### src/rtl/memacc_pkg.sv
// Shared constants, state encoding and lane helpers for the memory-access load/store unit.
package memacc_pkg;

    localparam logic [2:0] F3_LB  = 3'b000;
    localparam logic [2:0] F3_LH  = 3'b001;
    localparam logic [2:0] F3_LW  = 3'b010;
    localparam logic [2:0] F3_LBU = 3'b100;
    localparam logic [2:0] F3_LHU = 3'b101;
    localparam logic [2:0] F3_SB  = 3'b000;
    localparam logic [2:0] F3_SH  = 3'b001;
    localparam logic [2:0] F3_SW  = 3'b010;

    localparam logic [1:0] SZ_BYTE = 2'b00;
    localparam logic [1:0] SZ_HALF = 2'b01;
    localparam logic [1:0] SZ_WORD = 2'b10;

    localparam logic [4:0] CAUSE_LD_MISALIGN = 5'd4;
    localparam logic [4:0] CAUSE_LD_FAULT    = 5'd5;
    localparam logic [4:0] CAUSE_ST_MISALIGN = 5'd6;
    localparam logic [4:0] CAUSE_ST_FAULT    = 5'd7;

    typedef enum logic [1:0] {ST_IDLE, ST_REQ, ST_RESP} state_t;

    function automatic logic is_misaligned(input logic [2:0] funct3, input logic [1:0] off);
        return ((funct3[1:0] == SZ_HALF) && off[0]) ||
               ((funct3[1:0] == SZ_WORD) && (off != 2'b00));
    endfunction

    function automatic logic [3:0] lane_be(input logic [2:0] funct3, input logic [1:0] off);
        case (funct3[1:0])
            SZ_BYTE: lane_be = 4'b0001 << off;
            SZ_HALF: lane_be = 4'b0011 << off;
            default: lane_be = 4'b1111;
        endcase
    endfunction

    function automatic logic [31:0] lane_wdata(input logic [2:0] funct3, input logic [31:0] sdata);
        case (funct3[1:0])
            SZ_BYTE: lane_wdata = {4{sdata[7:0]}};
            SZ_HALF: lane_wdata = {2{sdata[15:0]}};
            default: lane_wdata = sdata;
        endcase
    endfunction

endpackage

### src/rtl/memacc_ldext.sv
// Load data lane selection and sign/zero extension.
import memacc_pkg::*;

module memacc_ldext (
    input  logic [2:0]  funct3,
    input  logic [1:0]  off,
    input  logic [31:0] rdata,
    output logic [31:0] data
);
    logic [7:0]  byte_lane;
    logic [15:0] half_lane;

    always_comb begin
        byte_lane = rdata[{off, 3'b000} +: 8];
        half_lane = rdata[{off[1], 4'b0000} +: 16];
        case (funct3)
            F3_LB:   data = {{24{byte_lane[7]}}, byte_lane};
            F3_LBU:  data = {24'b0, byte_lane};
            F3_LH:   data = {{16{half_lane[15]}}, half_lane};
            F3_LHU:  data = {16'b0, half_lane};
            default: data = rdata;
        endcase
    end
endmodule

### src/rtl/memacc_lsu.sv
// Memory-access stage: issues data-bus requests, aligns load data, raises
// misaligned/access-fault exceptions and stalls while a transaction is open.
import memacc_pkg::*;

module memacc_lsu #(
    parameter int XLEN = 32
) (
    input  logic            clk,
    input  logic            cpurst,
    input  logic            exe2mem_valid,
    input  logic            exe2mem_load,
    input  logic            exe2mem_store,
    input  logic [2:0]      exe2mem_funct3,
    input  logic [XLEN-1:0] exe2mem_addr,
    input  logic [XLEN-1:0] exe2mem_sdata,
    input  logic            exe2mem_exp,
    input  logic            exe2mem_wr_reg,
    input  logic [4:0]      exe2mem_wr_regindex,
    input  logic [XLEN-1:0] exe2mem_wr_wdata,
    output logic            dbus_req,
    output logic            dbus_we,
    output logic [XLEN-1:0] dbus_addr,
    output logic [XLEN-1:0] dbus_wdata,
    output logic [3:0]      dbus_be,
    input  logic            dbus_gnt,
    input  logic            dbus_rvalid,
    input  logic [XLEN-1:0] dbus_rdata,
    input  logic            dbus_err,
    output logic            memacc_stall,
    output logic            mem2wb_wr_reg,
    output logic [4:0]      mem2wb_wr_regindex,
    output logic [XLEN-1:0] mem2wb_wr_wdata,
    output logic            mem2wb_exp,
    output logic [4:0]      mem2wb_causecode,
    output logic [XLEN-1:0] mem2wb_mtval
);
    state_t            state_reg, state_next;
    logic              done_reg, done_next;
    logic              err_reg, err_next;
    logic              capture;
    logic [XLEN-1:0]   cap_addr_reg;
    logic [XLEN-1:0]   cap_sdata_reg;
    logic [2:0]        cap_funct3_reg;
    logic              cap_store_reg;
    logic              mem_op;
    logic [XLEN-1:0]   ld_data;

    assign mem_op = exe2mem_valid & (exe2mem_load | exe2mem_store) & ~exe2mem_exp;

    memacc_ldext u_ldext (
        .funct3 (cap_funct3_reg),
        .off    (cap_addr_reg[1:0]),
        .rdata  (dbus_rdata),
        .data   (ld_data)
    );

    always_ff @(posedge clk or posedge cpurst) begin
        if (cpurst) begin
            state_reg      <= ST_IDLE;
            done_reg       <= 1'b0;
            err_reg        <= 1'b0;
            cap_addr_reg   <= '0;
            cap_sdata_reg  <= '0;
            cap_funct3_reg <= '0;
            cap_store_reg  <= 1'b0;
        end else begin
            state_reg <= state_next;
            done_reg  <= done_next;
            err_reg   <= err_next;
            if (capture) begin
                cap_addr_reg   <= exe2mem_addr;
                cap_sdata_reg  <= exe2mem_sdata;
                cap_funct3_reg <= exe2mem_funct3;
                cap_store_reg  <= exe2mem_store;
            end
        end
    end

    always_comb begin
        state_next         = state_reg;
        done_next          = 1'b0;
        err_next           = err_reg;
        capture            = 1'b0;
        dbus_req           = 1'b0;
        dbus_we            = 1'b0;
        dbus_addr          = '0;
        dbus_wdata         = '0;
        dbus_be            = 4'b0000;
        memacc_stall       = 1'b0;
        mem2wb_wr_reg      = exe2mem_valid & exe2mem_wr_reg;
        mem2wb_wr_regindex = exe2mem_valid ? exe2mem_wr_regindex : 5'd0;
        mem2wb_wr_wdata    = exe2mem_valid ? exe2mem_wr_wdata : '0;
        mem2wb_exp         = exe2mem_valid & exe2mem_exp;
        mem2wb_causecode   = 5'd0;
        mem2wb_mtval       = '0;

        case (state_reg)
            ST_IDLE: begin
                if (mem_op) begin
                    mem2wb_wr_reg = exe2mem_load & exe2mem_wr_reg;
                    if (is_misaligned(exe2mem_funct3, exe2mem_addr[1:0])) begin
                        mem2wb_exp       = 1'b1;
                        mem2wb_causecode = exe2mem_store ? CAUSE_ST_MISALIGN : CAUSE_LD_MISALIGN;
                        mem2wb_mtval     = exe2mem_addr;
                        mem2wb_wr_reg    = 1'b0;
                    end else if (done_reg) begin
                        // Store was granted from REQ last cycle; retire it without re-issuing.
                        mem2wb_wr_reg = 1'b0;
                        if (err_reg) begin
                            mem2wb_exp       = 1'b1;
                            mem2wb_causecode = CAUSE_ST_FAULT;
                            mem2wb_mtval     = exe2mem_addr;
                        end
                    end else begin
                        dbus_req   = 1'b1;
                        dbus_we    = exe2mem_store;
                        dbus_addr  = {exe2mem_addr[XLEN-1:2], 2'b00};
                        dbus_be    = exe2mem_store ? lane_be(exe2mem_funct3, exe2mem_addr[1:0]) : 4'b1111;
                        dbus_wdata = exe2mem_store ? lane_wdata(exe2mem_funct3, exe2mem_sdata) : '0;
                        if (dbus_gnt && exe2mem_store) begin
                            mem2wb_wr_reg = 1'b0;
                            if (dbus_err) begin
                                mem2wb_exp       = 1'b1;
                                mem2wb_causecode = CAUSE_ST_FAULT;
                                mem2wb_mtval     = exe2mem_addr;
                            end
                        end else begin
                            capture      = 1'b1;
                            memacc_stall = 1'b1;
                            state_next   = dbus_gnt ? ST_RESP : ST_REQ;
                        end
                    end
                end
            end
            ST_REQ: begin
                memacc_stall = 1'b1;
                dbus_req     = 1'b1;
                dbus_we      = cap_store_reg;
                dbus_addr    = {cap_addr_reg[XLEN-1:2], 2'b00};
                dbus_be      = cap_store_reg ? lane_be(cap_funct3_reg, cap_addr_reg[1:0]) : 4'b1111;
                dbus_wdata   = cap_store_reg ? lane_wdata(cap_funct3_reg, cap_sdata_reg) : '0;
                if (dbus_gnt) begin
                    if (cap_store_reg) begin
                        state_next = ST_IDLE;
                        done_next  = 1'b1;
                        err_next   = dbus_err;
                    end else begin
                        state_next = ST_RESP;
                    end
                end
            end
            ST_RESP: begin
                memacc_stall = 1'b1;
                if (dbus_rvalid) begin
                    memacc_stall    = 1'b0;
                    state_next      = ST_IDLE;
                    mem2wb_wr_reg   = exe2mem_wr_reg & ~dbus_err;
                    mem2wb_wr_wdata = ld_data;
                    if (dbus_err) begin
                        mem2wb_exp       = 1'b1;
                        mem2wb_causecode = CAUSE_LD_FAULT;
                        mem2wb_mtval     = cap_addr_reg;
                    end
                end
            end
            default: state_next = ST_IDLE;
        endcase
    end
endmodule

### config.mk
export PLATFORM = sky130hd
export DESIGN_NAME = memacc_lsu
export DESIGN_NICKNAME = d
export VERILOG_FILES = /design/src/rtl/memacc_pkg.sv /design/src/rtl/memacc_ldext.sv /design/src/rtl/memacc_lsu.sv
export SDC_FILE = /design/constraint.sdc
export NUM_CORES = 1
export LEC_CHECK = 0
export CAP_MARGIN = 10
export CORE_MARGIN = 1.5
export CORE_UTILIZATION = 43
export CTS_CLUSTER_SIZE = 24
export DETAILED_ROUTE_END_ITERATION = 16
export GPL_TIMING_DRIVEN = 0
export PLACE_DENSITY = 0.95
export SKIP_LAST_GASP = 1
export SLEW_MARGIN = 25
export SYNTH_ARGS = -nofsm -noshare
export SYNTH_HDL_FRONTEND = slang
export SYNTH_HIERARCHICAL = 1
export SYNTH_SLANG_ARGS = --single-unit
### constraint.sdc
create_clock -name clk -period 6.2 [get_ports clk]
set_input_delay 1.86 -clock clk [delete_from_list [all_inputs] [get_ports clk]]
set_output_delay 1.86 -clock clk [all_outputs]
set_load 0.01 [all_outputs]
==> impl_metrics.json <==
{
  "status": "complete, no violations",
  "drive_gt1_share_pct": 14.9,
  "whs_path_depth": 1,
  "finalCriticalPeriod_ps": 6190,
  "tritoncts": "yes",
  "cts_sinks": 72,
  "synth-seq-area-share_pct": 31.8,
  "synth-edff-count": 0,
  "synthArstFlopShare_pct": 100,
  "place_inst": 1112,
  "gr-total-overflow": 0,
  "root_buffer": "clkbuf_16",
  "clock_skew_ps": 7.42,
  "vias": 6635,
  "gp_congestion": 0.977,
  "r2r_end": "cap_sdata_reg[0]",
  "synth_area_leaders": "dfrtp_1 32%, mux2_2 13%, a22o_1 11%, nand2_1 7.7%, mux2i_1 6.7%",
  "cts_buffer_depth": 2,
  "syn_avg_cell_area_sq_um": 8.71,
  "drv_slew": 0,
  "power_density_mw_per_mm2": 242,
  "io_pins": 293,
  "syn_area_sq_mm": 0.00567,
  "syn_inst": 651,
  "critical_path_arrival_ps": 4330,
  "hold_end": "cap_sdata_reg[21]",
  "path_max_fanout": 10,
  "slew_headroom_pct": 36.8,
  "cts-hold-fix-buffers": 0,
  "hp-class": "reg -> reg",
  "rr_startpoint": "state_reg[1]",
  "synth_ff_type": "dfrtp_1",
  "yosysWarnings": 6,
  "grt_first_pass_wirelength_um": 35100,
  "yosysTopAreaCell": "dfrtp_1",
  "ir_drop_mv": 0.197,
  "dieArea_sq_mm": 0.0139,
  "dp_hpwl_um": 17900,
  "stdcell_count": 1138,
  "cp-end-kind": "primary output",
  "routed_wl_um": 23700,
  "io_buffer_count": 285,
  "track_usage_pct": 31.9,
  "setup_violations": 0,
  "rrSetupSlack_ps": 4300,
  "die_y_um": 118,
  "setup_tns_ps": 0,
  "fmax_mhz": 162,
  "core_area_sq_mm": 0.0127,
  "clkLatencyLatePin_ps": 330,
  "required_ps": 4340,
  "grt_antenna_before_repair": 1,
  "reg2regPathDepth": 7,
  "cts_buffers": 9,
  "synth_most_common_cell": "nand2_1",
  "hold_viol": 0,
  "worstMarginPinSlew_ps": 945,
  "route.detailed.drc": 0,
  "wire_per_inst_um": 20.8,
  "final_nets": 1106,
  "grt_max_degree": 41,
  "htreeDepth": 3,
  "netlist.area_leader.share_pct": 31.8,
  "yosys-top-cells-count": "117 x nand2_1, 74 x a22o_1, 72 x dfrtp_1",
  "area_delta_synth_final_pct": 62.0,
  "drv_cap": 0,
  "synth_seq_cells": 72,
  "dieWidth_um": 118,
  "ant_nets": 0,
  "start_util_pct": 44.6,
  "holdWs_ps": 510,
  "grt_pass1_vias": 6341,
  "critical_path_class": "in -> out",
  "via_per_inst": 5.83,
  "rows": 41,
  "utilization_pct": 72.2,
  "drt_pre_antenna_iters": 6,
  "ys_types": 50,
  "drt_iter0_drc": 626,
  "power.static_leakage_nw": 3.74,
  "hp-start": "cap_sdata_reg[21]",
  "min_period_over_period_pct": 99.8,
  "start_kind": "primary input",
  "clk_pin_slew_ps": 60
}
## report_power, final
part	switching (mW)	internal, mW	total (mW)
clock network	0.200	0.279	0.479
registers	0.134	0.620	0.754
logic	0.475	0.512	0.987
## worst max-delay path, stage by stage
cell	delay, ps
clkdlybuf4s50_1	540
o21ai_2	210
o21ai_2	150
or3_4	470
buf_2	230
o22ai_1	280
clkdlybuf4s50_1	590
## routing by layer
metal  routed length (um)  global-route usage [%]  part of all wire, %  vias up
met5                    0                       0                    0        -
met4                  897                    13.0                  3.8        0
met3                 2080                    6.54                  8.8       75
met2                11600                    55.9                   49      381
met1                 9120                    38.0                   38     3173
li1                     -                       -                    -     3006
## how the worst max path moves through the flow
| stage | startpoint | to | slack (ps) |
|---|---|---|---|
| 2_1_floorplan | exe2mem_addr[0] | dbus_wdata[10] | 1110 |
| 3_3_place_gp | dbus_err | mem2wb_mtval[29] | -250 |
| 3_5_place_dp | exe2mem_funct3[1] | mem2wb_mtval[5] | -230 |
| 4_1_cts | exe2mem_funct3[1] | mem2wb_mtval[5] | -70 |
| 5_1_grt | dbus_err | mem2wb_mtval[6] | -9 |
| 6_report | exe2mem_addr[1] | dbus_wdata[10] | 10 |
## per-stage QoR
| stage | setup slack, ps | total power, mW | cell area (sq um) |
|---|---|---|---|
| 3_5_place_dp | -235 | 1.71 | 8770 |
| 2_1_floorplan | 1110 | 1.30 | 5680 |
| 3_3_place_gp | -250 | 1.68 | 8750 |
| 5_1_grt | -9.48 | 2.32 | 9190 |
| 6_report | 13.6 | 2.22 | 9190 |
| 4_1_cts | -65.4 | 2.19 | 9080 |
## cells by family (layout without fill, tap and decap cells)
kind of cell           Yosys count  count (layout)  share of synthesized area [%]
AOI/OAI and AO/OA              210             210                           25.8
muxes                          112             112                           21.6
buffers and inverters           70             381                           6.27
DFF                             72              72                           31.8
and+or+nand+nor                186             186                           14.5
other                            1               5                         0.0661
## cell type report
type                            count  area [sq um]
Antenna cell                        1          2.50
Buffer                             61           344
Clock buffer                       10           239
Clock inverter                      6          35.0
Fill cell                        1010          3540
Inverter                            8          32.5
Multi-Input combinational cell    512          3560
Sequential cell                    72          1800
Tap cell                          172           215
Timing Repair Buffer              296          2950
## cell usage in the layout, fill, tap and decap left out, types with 7 or more instances in the layout
cell type / n
a21oi_1: 16
a22oi_1: 9
clkbuf_16: 9
clkbuf_1: 26
nor2_1: 31
mux2_1: 8
buf_4: 20
mux2_2: 65
o21ai_0: 57
clkdlybuf4s50_1: 284
mux2i_1: 38
inv_1: 7
nand2_1: 117
o22ai_1: 33
buf_2: 9
a22o_1: 74
dfrtp_1: 72
## what timing repair did
item	CTS	global route
gates resized for setup	10	19
pin swaps	0	2
endpoints found under the setup margin	106	95
gates cloned	0	0
buffers inserted	0	10
hold endpoints to repair	0	0
(Power assumes the default switching activity.)
